$ cat config.mk
export PLATFORM = sky130hd
export DESIGN_NAME = seg_scan_decoder
export DESIGN_NICKNAME = d
export VERILOG_FILES = /design/src/rtl/seg_pkg.sv /design/src/rtl/seg_pattern_dec.sv /design/src/rtl/seg_scan_decoder.sv
export SDC_FILE = /design/constraint.sdc
export NUM_CORES = 1
export LEC_CHECK = 0
export CORE_ASPECT_RATIO = 1.1
export CORE_UTILIZATION = 45
export CTS_BUF_LIST = sky130_fd_sc_hd__clkbuf_8
export CTS_CLUSTER_DIAMETER = 200
export CTS_CLUSTER_SIZE = 28
export DETAILED_ROUTE_END_ITERATION = 12
export PLACE_DENSITY = 0.73
export SYNTH_ARGS = -nofsm -noshare
export SYNTH_HDL_FRONTEND = slang
export SYNTH_SLANG_ARGS = --single-unit
$ cat constraint.sdc
create_clock -name clk -period 1.9 [get_ports clk]
set_clock_uncertainty 0.05 [all_clocks]
set_input_delay 0.19 -clock clk [delete_from_list [all_inputs] [get_ports clk]]
set_output_delay 0.19 -clock clk [all_outputs]
set_load 0.02 [all_outputs]
$ cat src/rtl/seg_pkg.sv
// Shared seven-segment tables and bit order, common to the display driver and this scan decoder.
package seg_pkg;

    localparam int SEG_A  = 0;
    localparam int SEG_B  = 1;
    localparam int SEG_C  = 2;
    localparam int SEG_D  = 3;
    localparam int SEG_E  = 4;
    localparam int SEG_F  = 5;
    localparam int SEG_G  = 6;
    localparam int SEG_DP = 7;

    // Active-high patterns, bit order g..a
    localparam logic [6:0] PAT_0 = 7'h3F;
    localparam logic [6:0] PAT_1 = 7'h06;
    localparam logic [6:0] PAT_2 = 7'h5B;
    localparam logic [6:0] PAT_3 = 7'h4F;
    localparam logic [6:0] PAT_4 = 7'h66;
    localparam logic [6:0] PAT_5 = 7'h6D;
    localparam logic [6:0] PAT_6 = 7'h7D;
    localparam logic [6:0] PAT_7 = 7'h07;
    localparam logic [6:0] PAT_8 = 7'h7F;
    localparam logic [6:0] PAT_9 = 7'h6F;

    localparam logic [6:0] BLANK_PAT  = 7'h00;
    localparam logic [3:0] BLANK_CODE = 4'hF;

endpackage

$ cat src/rtl/seg_pattern_dec.sv
// Combinational decode of an active-high a..g pattern back to a BCD nibble.
module seg_pattern_dec
    import seg_pkg::*;
(
    input  logic [6:0] pat,
    output logic [3:0] code,
    output logic       blank,
    output logic       illegal
);

    always_comb begin
        code    = BLANK_CODE;
        blank   = 1'b0;
        illegal = 1'b0;
        case (pat)
            PAT_0:     code = 4'd0;
            PAT_1:     code = 4'd1;
            PAT_2:     code = 4'd2;
            PAT_3:     code = 4'd3;
            PAT_4:     code = 4'd4;
            PAT_5:     code = 4'd5;
            PAT_6:     code = 4'd6;
            PAT_7:     code = 4'd7;
            PAT_8:     code = 4'd8;
            PAT_9:     code = 4'd9;
            BLANK_PAT: blank = 1'b1;
            default:   illegal = 1'b1;
        endcase
    end

endmodule

$ cat src/rtl/seg_scan_decoder.sv
// Samples multiplexed seg/com scan lines, captures each settled digit slot and rebuilds the display image.
module seg_scan_decoder
    import seg_pkg::*;
#(
    parameter int STABLE_CYC     = 4,
    parameter int COM_ACTIVE_LOW = 1,
    parameter int SEG_ACTIVE_LOW = 1
) (
    input  logic        clk,
    input  logic        rst_n,
    input  logic [7:0]  seg,
    input  logic [3:0]  com,
    output logic [15:0] digits,
    output logic [3:0]  dp,
    output logic [3:0]  blank,
    output logic [3:0]  valid,
    output logic        frame_done,
    output logic        err_pattern,
    output logic        err_com
);

    localparam logic [7:0] STAB = 8'(STABLE_CYC);

    logic [7:0]  s_seg_q, s_seg_d;
    logic [3:0]  s_com_q, s_com_d;
    logic [11:0] prev_q, prev_d;
    logic [7:0]  cnt_q, cnt_d;
    logic        done_q, done_d;
    logic [3:0]  seen_q, seen_d;
    logic [15:0] digits_q, digits_d;
    logic [3:0]  dp_q, dp_d;
    logic [3:0]  blank_q, blank_d;
    logic [3:0]  valid_q, valid_d;
    logic        frame_done_q, frame_done_d;
    logic        err_pattern_q, err_pattern_d;
    logic        err_com_q, err_com_d;

    logic [3:0] dec_code;
    logic       dec_blank;
    logic       dec_illegal;
    logic       same;
    logic       capture;
    logic       onehot;
    logic       multihot;
    logic [3:0] seen_next;

    seg_pattern_dec u_dec (
        .pat     (s_seg_q[SEG_G:SEG_A]),
        .code    (dec_code),
        .blank   (dec_blank),
        .illegal (dec_illegal)
    );

    always_comb begin
        s_seg_d = (SEG_ACTIVE_LOW != 0) ? ~seg : seg;
        s_com_d = (COM_ACTIVE_LOW != 0) ? ~com : com;
        prev_d  = {s_com_q, s_seg_q};
        same    = (prev_d == prev_q);

        // A change restarts the run; capture fires once when a run first reaches STAB
        if (same) begin
            cnt_d = (cnt_q >= STAB) ? STAB : cnt_q + 8'd1;
        end else begin
            cnt_d = 8'd1;
        end
        capture = same && (cnt_d == STAB) && !done_q;
        done_d  = same && (done_q || capture);

        onehot   = (s_com_q != 4'd0) && ((s_com_q & (s_com_q - 4'd1)) == 4'd0);
        multihot = (s_com_q != 4'd0) && !onehot;

        digits_d      = digits_q;
        dp_d          = dp_q;
        blank_d       = blank_q;
        valid_d       = valid_q;
        seen_d        = seen_q;
        seen_next     = seen_q | s_com_q;
        frame_done_d  = 1'b0;
        err_pattern_d = 1'b0;
        err_com_d     = 1'b0;

        if (capture && onehot) begin
            if (dec_illegal) begin
                err_pattern_d = 1'b1;
            end else begin
                for (int i = 0; i < 4; i++) begin
                    if (s_com_q[i]) begin
                        digits_d[4*i +: 4] = dec_code;
                        dp_d[i]            = s_seg_q[SEG_DP];
                        blank_d[i]         = dec_blank;
                        valid_d[i]         = 1'b1;
                    end
                end
                if (seen_next == 4'b1111) begin
                    frame_done_d = 1'b1;
                    seen_d       = 4'b0000;
                end else begin
                    seen_d = seen_next;
                end
            end
        end else if (capture && multihot) begin
            err_com_d = 1'b1;
        end
    end

    always_ff @(posedge clk) begin
        if (!rst_n) begin
            s_seg_q       <= 8'd0;
            s_com_q       <= 4'd0;
            prev_q        <= 12'd0;
            cnt_q         <= 8'd0;
            done_q        <= 1'b0;
            seen_q        <= 4'd0;
            digits_q      <= 16'h0000;
            dp_q          <= 4'd0;
            blank_q       <= 4'd0;
            valid_q       <= 4'd0;
            frame_done_q  <= 1'b0;
            err_pattern_q <= 1'b0;
            err_com_q     <= 1'b0;
        end else begin
            s_seg_q       <= s_seg_d;
            s_com_q       <= s_com_d;
            prev_q        <= prev_d;
            cnt_q         <= cnt_d;
            done_q        <= done_d;
            seen_q        <= seen_d;
            digits_q      <= digits_d;
            dp_q          <= dp_d;
            blank_q       <= blank_d;
            valid_q       <= valid_d;
            frame_done_q  <= frame_done_d;
            err_pattern_q <= err_pattern_d;
            err_com_q     <= err_com_d;
        end
    end

    assign digits      = digits_q;
    assign dp          = dp_q;
    assign blank       = blank_q;
    assign valid       = valid_q;
    assign frame_done  = frame_done_q;
    assign err_pattern = err_pattern_q;
    assign err_com     = err_com_q;

endmodule

======== Word-level counts from Yosys, hierarchy flattened ========
Index checks and enable logic that the tools add are counted.
storage, ports and cells
  bits in read-only memories .............. 0
  latch bits .............................. 0
  memories kept ........................... 0
  bits of input ports ..................... 14
  flip-flop bits (word level) ............. 68
  output and inout bits ................... 31
  memory bits (writable) .................. 0
cells by class
  div/mod/pow operators ................... 0
  equality and inequality tests ........... 13
  mux-type cells .......................... 8
  add/subtract/negate cells ............... 2
  shifts and indexed selects .............. 0
  $mul .................................... 0
  reductions and logical operators ........ 22
  bitwise gates (word level) .............. 5
  order comparisons ....................... 1
operators by type and width
  operator                                                                              number
  7-bit == test (second input constant)                                                 7
  4-bit one-hot mux with 10 select lines                                                1
  8-bit two-way mux                                                                     2
  3-bit AND reduction                                                                   5
  7-bit by 3-bit == test with 1-bit output (second input constant)                      2
  12-bit == test                                                                        1
  11-bit OR reduction                                                                   1
  8-bit by 1-bit adder with 8-bit output (second input constant)                        1
  8-bit by 3-bit == test with 1-bit output (second input constant)                      1
  8-bit by 3-bit greater-or-equal comparator with 1-bit output (second input constant)  1
  8-bit inverter                                                                        1
  7-bit by 6-bit == test with 1-bit output (second input constant)                      1
  1-bit logical AND                                                                     7
  7-bit logical NOT                                                                     1
  4-bit bitwise AND                                                                     1
  4-bit == test (second input constant)                                                 1
  4-bit logical NOT                                                                     1
  1-bit two-way mux                                                                     4
  4-bit two-way mux                                                                     1
  4-bit inverter                                                                        1
  4-bit bitwise OR                                                                      1
  2-bit AND reduction                                                                   2
  4-bit nonzero test                                                                    1
  4-bit by 1-bit subtractor with 4-bit output (second input constant)                   1
  other kinds (4)                                                                       5

======== Longest topological paths before layout ========
  word-level depth ........................ 8
  gate-level depth with buffers ........... 9
  gate-level depth less buffers ........... 8

======== Modules after synthesis ========
Synthesis repeated with hierarchy kept, for this count alone.
second synthesis, totals
  cell total of the unflattened synthesis .. 276
  area, all modules ....................... 2715.1 um^2
modules (own cells, without submodules)
  module            seq. area each (um^2)  area each (um^2)  times used  cells an instance
  seg_scan_decoder  1361.3                 2392.3            1           227
  seg_pattern_dec   0.0                    322.8             1           49

======== Worst setup path after synthesis ========
No wires, ideal clock.
  kind .................................... register -> register
  start point ............................. register cnt_q[0]
  end point ............................... register digits_q[4] (netlist: digits[4])
  required time ........................... 1726 ps
  period minus slack after synthesis ...... 2020 ps
  path slack .............................. -120 ps
  setup time .............................. 124 ps
  buffers on the path ..................... 1
  stages on the path, launching flop included .. 10
  data arrival time ....................... 1845 ps
  cells stage by stage .................... dfxtp_1 -> inv_1 -> ha_1 -> nand3b_1 -> a31oi_1 -> and2_1 -> o2111ai_2 -> buf_2 -> nand3_1 -> o21ai_1
on the way
  word-level cells in the longest chain between the ends .. 8
  elaborated cells between the ends (all ways) .. 9
  classes of those cells .................. add/sub: 1; order compare: 1; eq/ne: 1; mux: 2; reduce/logical: 4
RTL lines
  element                                                                                                                 RTL line                 text
  start: declaration                                                                                                      seg_scan_decoder.sv:27   logic [7:0] cnt_q, cnt_d;
  start signal: assignment                                                                                                seg_scan_decoder.sv:125  cnt_q <= cnt_d;
  8-bit by 1-bit adder with 8-bit output or 8-bit by 3-bit greater-or-equal comparator with 1-bit output (tied branches)  seg_scan_decoder.sv:62   cnt_d = (cnt_q >= STAB) ? STAB : cnt_q + 8'd1;
  8-bit two-way mux *                                                                                                     seg_scan_decoder.sv:62
  8-bit two-way mux *                                                                                                     seg_scan_decoder.sv:61   if (same) begin
  8-bit by 3-bit == test with 1-bit output *                                                                              seg_scan_decoder.sv:66   capture = same && (cnt_d == STAB) && !done_q;
  1-bit logical AND * (2 in a row)                                                                                        seg_scan_decoder.sv:66
  1-bit logical AND *                                                                                                     seg_scan_decoder.sv:82   if (capture && onehot) begin
  3-bit AND reduction (no line) *                                                                                         -
  end signal: assignment                                                                                                  seg_scan_decoder.sv:128  digits_q <= digits_d;
  end: declaration                                                                                                        seg_scan_decoder.sv:30   logic [15:0] digits_q, digits_d;
Mark *: on every way between the ends. The rest lies on a longest branch, timed or not.
A chain may end at the register's enable or synchronous reset.

======== Worst setup path after layout ========
  start point ............................. register s_seg_q[2]
  end point ............................... register seen_q[0]
on the way
  word-level cells in the longest chain between the ends .. 7
  elaborated cells between the ends (all ways) .. 19
  classes of those cells .................. eq/ne: 12; mux: 1; reduce/logical: 6
RTL lines
  element                                   RTL line                 text
  start: declaration                        seg_scan_decoder.sv:24   logic [7:0] s_seg_q, s_seg_d;
  start signal: assignment                  seg_scan_decoder.sv:122  s_seg_q <= s_seg_d;
  12-bit == test                            seg_scan_decoder.sv:58   same = (prev_d == prev_q);
  8-bit two-way mux                         seg_scan_decoder.sv:61
  8-bit by 3-bit == test with 1-bit output  seg_scan_decoder.sv:66
  1-bit logical AND (2 in a row)            seg_scan_decoder.sv:66
  1-bit logical AND                         seg_scan_decoder.sv:82
  2-bit AND reduction (no line) *           -
  end signal: assignment                    seg_scan_decoder.sv:127  seen_q <= seen_d;
  end: declaration                          seg_scan_decoder.sv:29   logic [3:0] seen_q, seen_d;
Marked as above.

==> impl_metrics.csv <==
group,metric,value,unit
power,clkPwrFrac,38.9,%
synthesis,synth_top_family_by_area,"simple AND/OR/NAND/NOR gates",
clock_tree,cts_buffers,9,
finish,syn_to_final_growth,48.4,%
status,violations,"setup timing",
power,leakage,1.53,nW
worst_setup_path,rrSetupSlack,-110,ps
synthesis,synth_xor_xnor_area_share,4.91,%
floorplan,num_rows,29,
synthesis,synth_compound_area_share,12.4,%
timing,fmax,498,MHz
synthesis,synth_edf_count,0,
clock_tree,cts-hold-fix-buffers,0,
grt,grt_pass1_wl,10100,µm
synthesis,ys_types,48,
synthesis,synthSimpleGateAreaFrac,22.5,%
floorplan,die_w,75.5,µm
finish,layout-drive-gt1-share,29.6,%
synthesis,synth_area_leaders,"dfxtp_1 51%, xnor2_1 4.3%, nor2b_1 4.0%",
clock_tree,cts_htree_levels,3,
power,p_total,2.91,mW
clock_tree,clock_latency,340,ps
power,swShare,23.2,%
worst_setup_path,critPathLaunchType,"flop",
synthesis,yosysSeqAreaShare,50.9,%
placement,hpwl,4560,µm
grt,overflow,0,
floorplan,start_util,46.4,%
timing,slew_headroom,65.4,%
drt,drc,0,
timing,fin_ws,-110,ps
synthesis,synthFlopType,"dfxtp_1",
drt,vias,2198,
placement,io_buffers,44,
synthesis,ys_ff_latch,68,
synthesis,syn_avg_cell_area,9.70,µm²
status,status,"complete, but fails checks",
finish,fin_nets,383,
clock_tree,cts.sinks,68,
drt,wl,6260,µm
finish,antenna-diode-count,0,
floorplan,ioPinCount,45,
floorplan,die_area,0.00626,mm²
synthesis,synth.mux.area_fraction,2.62,%
timing,hold_violations,0,
grt,track_usage,22.1,%
worst_setup_path,criticalPathCategory,"flop to flop",
power,internal-power,2.24,mW
clock_tree,clk_pin_slew,70,ps
synthesis,yosys.area.top_type_share,50.9,%
timing,slew_violations,0,
clock_tree,clockRootBuffer,"clkbuf_8",
drt,routedWlPerCell,14.0,µm
grt,grt_pass1_vias,2113,
power,p_sw,0.675,mW
floorplan,coreArea,0.00577,mm²
synthesis,synth_top_area_cell,"dfxtp_1",
timing,rsz0062_at_grt,"yes",
timing,finalSetupViolations,30,
timing,fin_crit_sh,106,%
synthesis,synthAdderAreaFrac,1.31,%
synthesis,synthCells,276,
worst_setup_path,critPathMaxFanout,6,
power,seq_power_share,51.1,%
clock_tree,cts_tree,"done",
hold_path,hold_class,"input port to flop",
drt,firstDrtPassIters,4,
timing,fin_crit,2010,ps
worst_setup_path,cp.required,2070,ps
placement,place_congestion,0.839,
timing,tns,-1580,ps
synthesis,yosysWarnings,0,
worst_setup_path,crit_arrival,2180,ps
floorplan,fp.dieH,82.9,µm
drt,drt.antenna.violating_nets,0,
synthesis,yosysMostFrequentCell,"dfxtp_1",
grt,antenna_found_initial,0,
power,ir_worst_vdd,0.000533,V
power,combPwrFrac,9.9,%
synthesis,synth-async-reset-ratio,0,%
flow_run,maxCapViolations,0,
synthesis,synth_common_cells,"68 x dfxtp_1, 19 x nand3_1, 18 x o21ai_1, 17 x nand2_1, 17 x nor2b_1",
grt,grt_start_max_net_pins,28,
drt,drt_iter0_markers,149,
drt,vias_per_cell,4.91,
timing,tightestPinTransition,514,ps
timing,hold_slack,185,ps
worst_setup_path,cp-end-kind,"flop",
power,power.density,733,mW/mm²
clock_tree,clockBufferDepth,2,
synthesis,syn-cell-area,0.00268,mm²
[logic make-up after synthesis]
| family | count (synthesis) |
|---|---|
| flip-flops | 68 |
| AND/OR/NAND/NOR | 106 |
| buffers and inverters | 31 |
| multiplexers | 7 |
| AO/OA/AOI/OAI | 45 |
| XOR/XNOR | 15 |
| other | 1 |
| adder cells (fa/ha/maj) | 3 |
[metrics by stage]
stage          std cells  area, µm²  utilization [%]  worst slack (ps)
6_report             448       3970             68.9              -110
5_1_grt              448       3970             68.9              -178
4_1_cts              444       3870             67.0              -115
3_5_place_dp         427       3570             62.0              -272
3_3_place_gp         427       3570             62.0              -206
2_1_floorplan        280       2810                -             -23.5
[layout make-up]
cell class	instances	area, µm²
Clock buffer	10	138
Clock inverter	5	52.6
Fill cell	429	1800
Inverter	11	41.3
Multi-Input combinational cell	181	1380
Sequential cell	68	1390
Tap cell	77	96.3
Timing Repair Buffer	96	873
[worst paths after layout]
kind / end / depth (start not counted) / startpoint
hold reg to reg: valid[3]$_SDFFE_PN0P_ / 2 / valid[3]$_SDFFE_PN0P_
setup reg to reg: seen_q[0]$_SDFFE_PN0P_ / 7 / s_seg_q[2]$_SDFF_PN0_
setup / recovery: seen_q[0]$_SDFFE_PN0P_ / 7 / s_seg_q[2]$_SDFF_PN0_
hold / removal: s_seg_q[3]$_SDFF_PN0_ / 2 / rst_n
[registers in the layout, summed over array words and instances, names as in the netlist]
name and flops:
err_com 1, cnt_q 8, err_pattern 1, prev_q 12, frame_done 1, dp 4, done_q 1, blank 4
valid 4, s_com_q 4, seen_q 4, s_seg_q 8, digits 16
[timing repair]
item / CTS / global route
endpoints found under the setup margin: 36 / 36
gates resized for setup: 26 / 15
setup buffers: 2 / 4
cloned: 0 / 0
pin swaps: 12 / 6
[metal layers]
| metal | vias to the layer above | routed length, µm | track usage (%) |
|---|---|---|---|
| li1 | 1119 | - | - |
| met1 | 1038 | 2850 | 29.0 |
| met2 | 35 | 3150 | 34.2 |
| met3 | 6 | 190 | 5.95 |
| met4 | 0 | 67 | 8.25 |
| met5 | - | 0 | 0 |
[critical path, cell delays in order, from the launching register on]
cell	delay, ps
dfxtp_2	320
buf_6	120
xnor2_2	130
or4b_4	500
nand3_4	140
o21ai_4	80
o41ai_4	440
nor2_1	100
[layout by cell type (no fill, tap or decap), types with 2 or more instances in the layout]
cell type        netlist  routed
nand2b_4               0       2
clkinv_2               0       3
nor4_1                 3       2
mux2i_1                7       7
clkdlybuf4s50_1        0      43
o21ai_0                2       2
a21boi_1               3       3
or4b_4                 0       2
dfxtp_2                0       6
and2_1                15      14
nand4_1                4       4
nand2_1               17      15
o2111ai_2              3       2
buf_12                 0       2
nand3_1               19      18
buf_4                  5      44
a211o_1                2       2
o21ai_1               18      18
nor3_1                 3       2
nand3_4                0       2
xnor2_1               13      10
o22ai_1                2       2
inv_1                 11      10
xnor2_2                0       3
nor2b_1               17      17
nor4b_4                0       2
conb_1                 1       5
a21oi_1                4       4
dfxtp_4                0       6
nor2_1                11      11
clkbuf_8               0      10
dfxtp_1               68      56
nor4b_1                5       2
buf_6                  0       6
[power groups by stage]
stage          combinational, mW  sequential (mW)  clock (mW)
3_3_place_gp               0.255             1.52           0
6_report                   0.289             1.49        1.13
3_5_place_dp               0.260             1.52           0
2_1_floorplan              0.166             1.50           0
4_1_cts                    0.277             1.49        1.17
5_1_grt                    0.310             1.49        1.23
No activity file was read; power rests on OpenSTA's default activity.
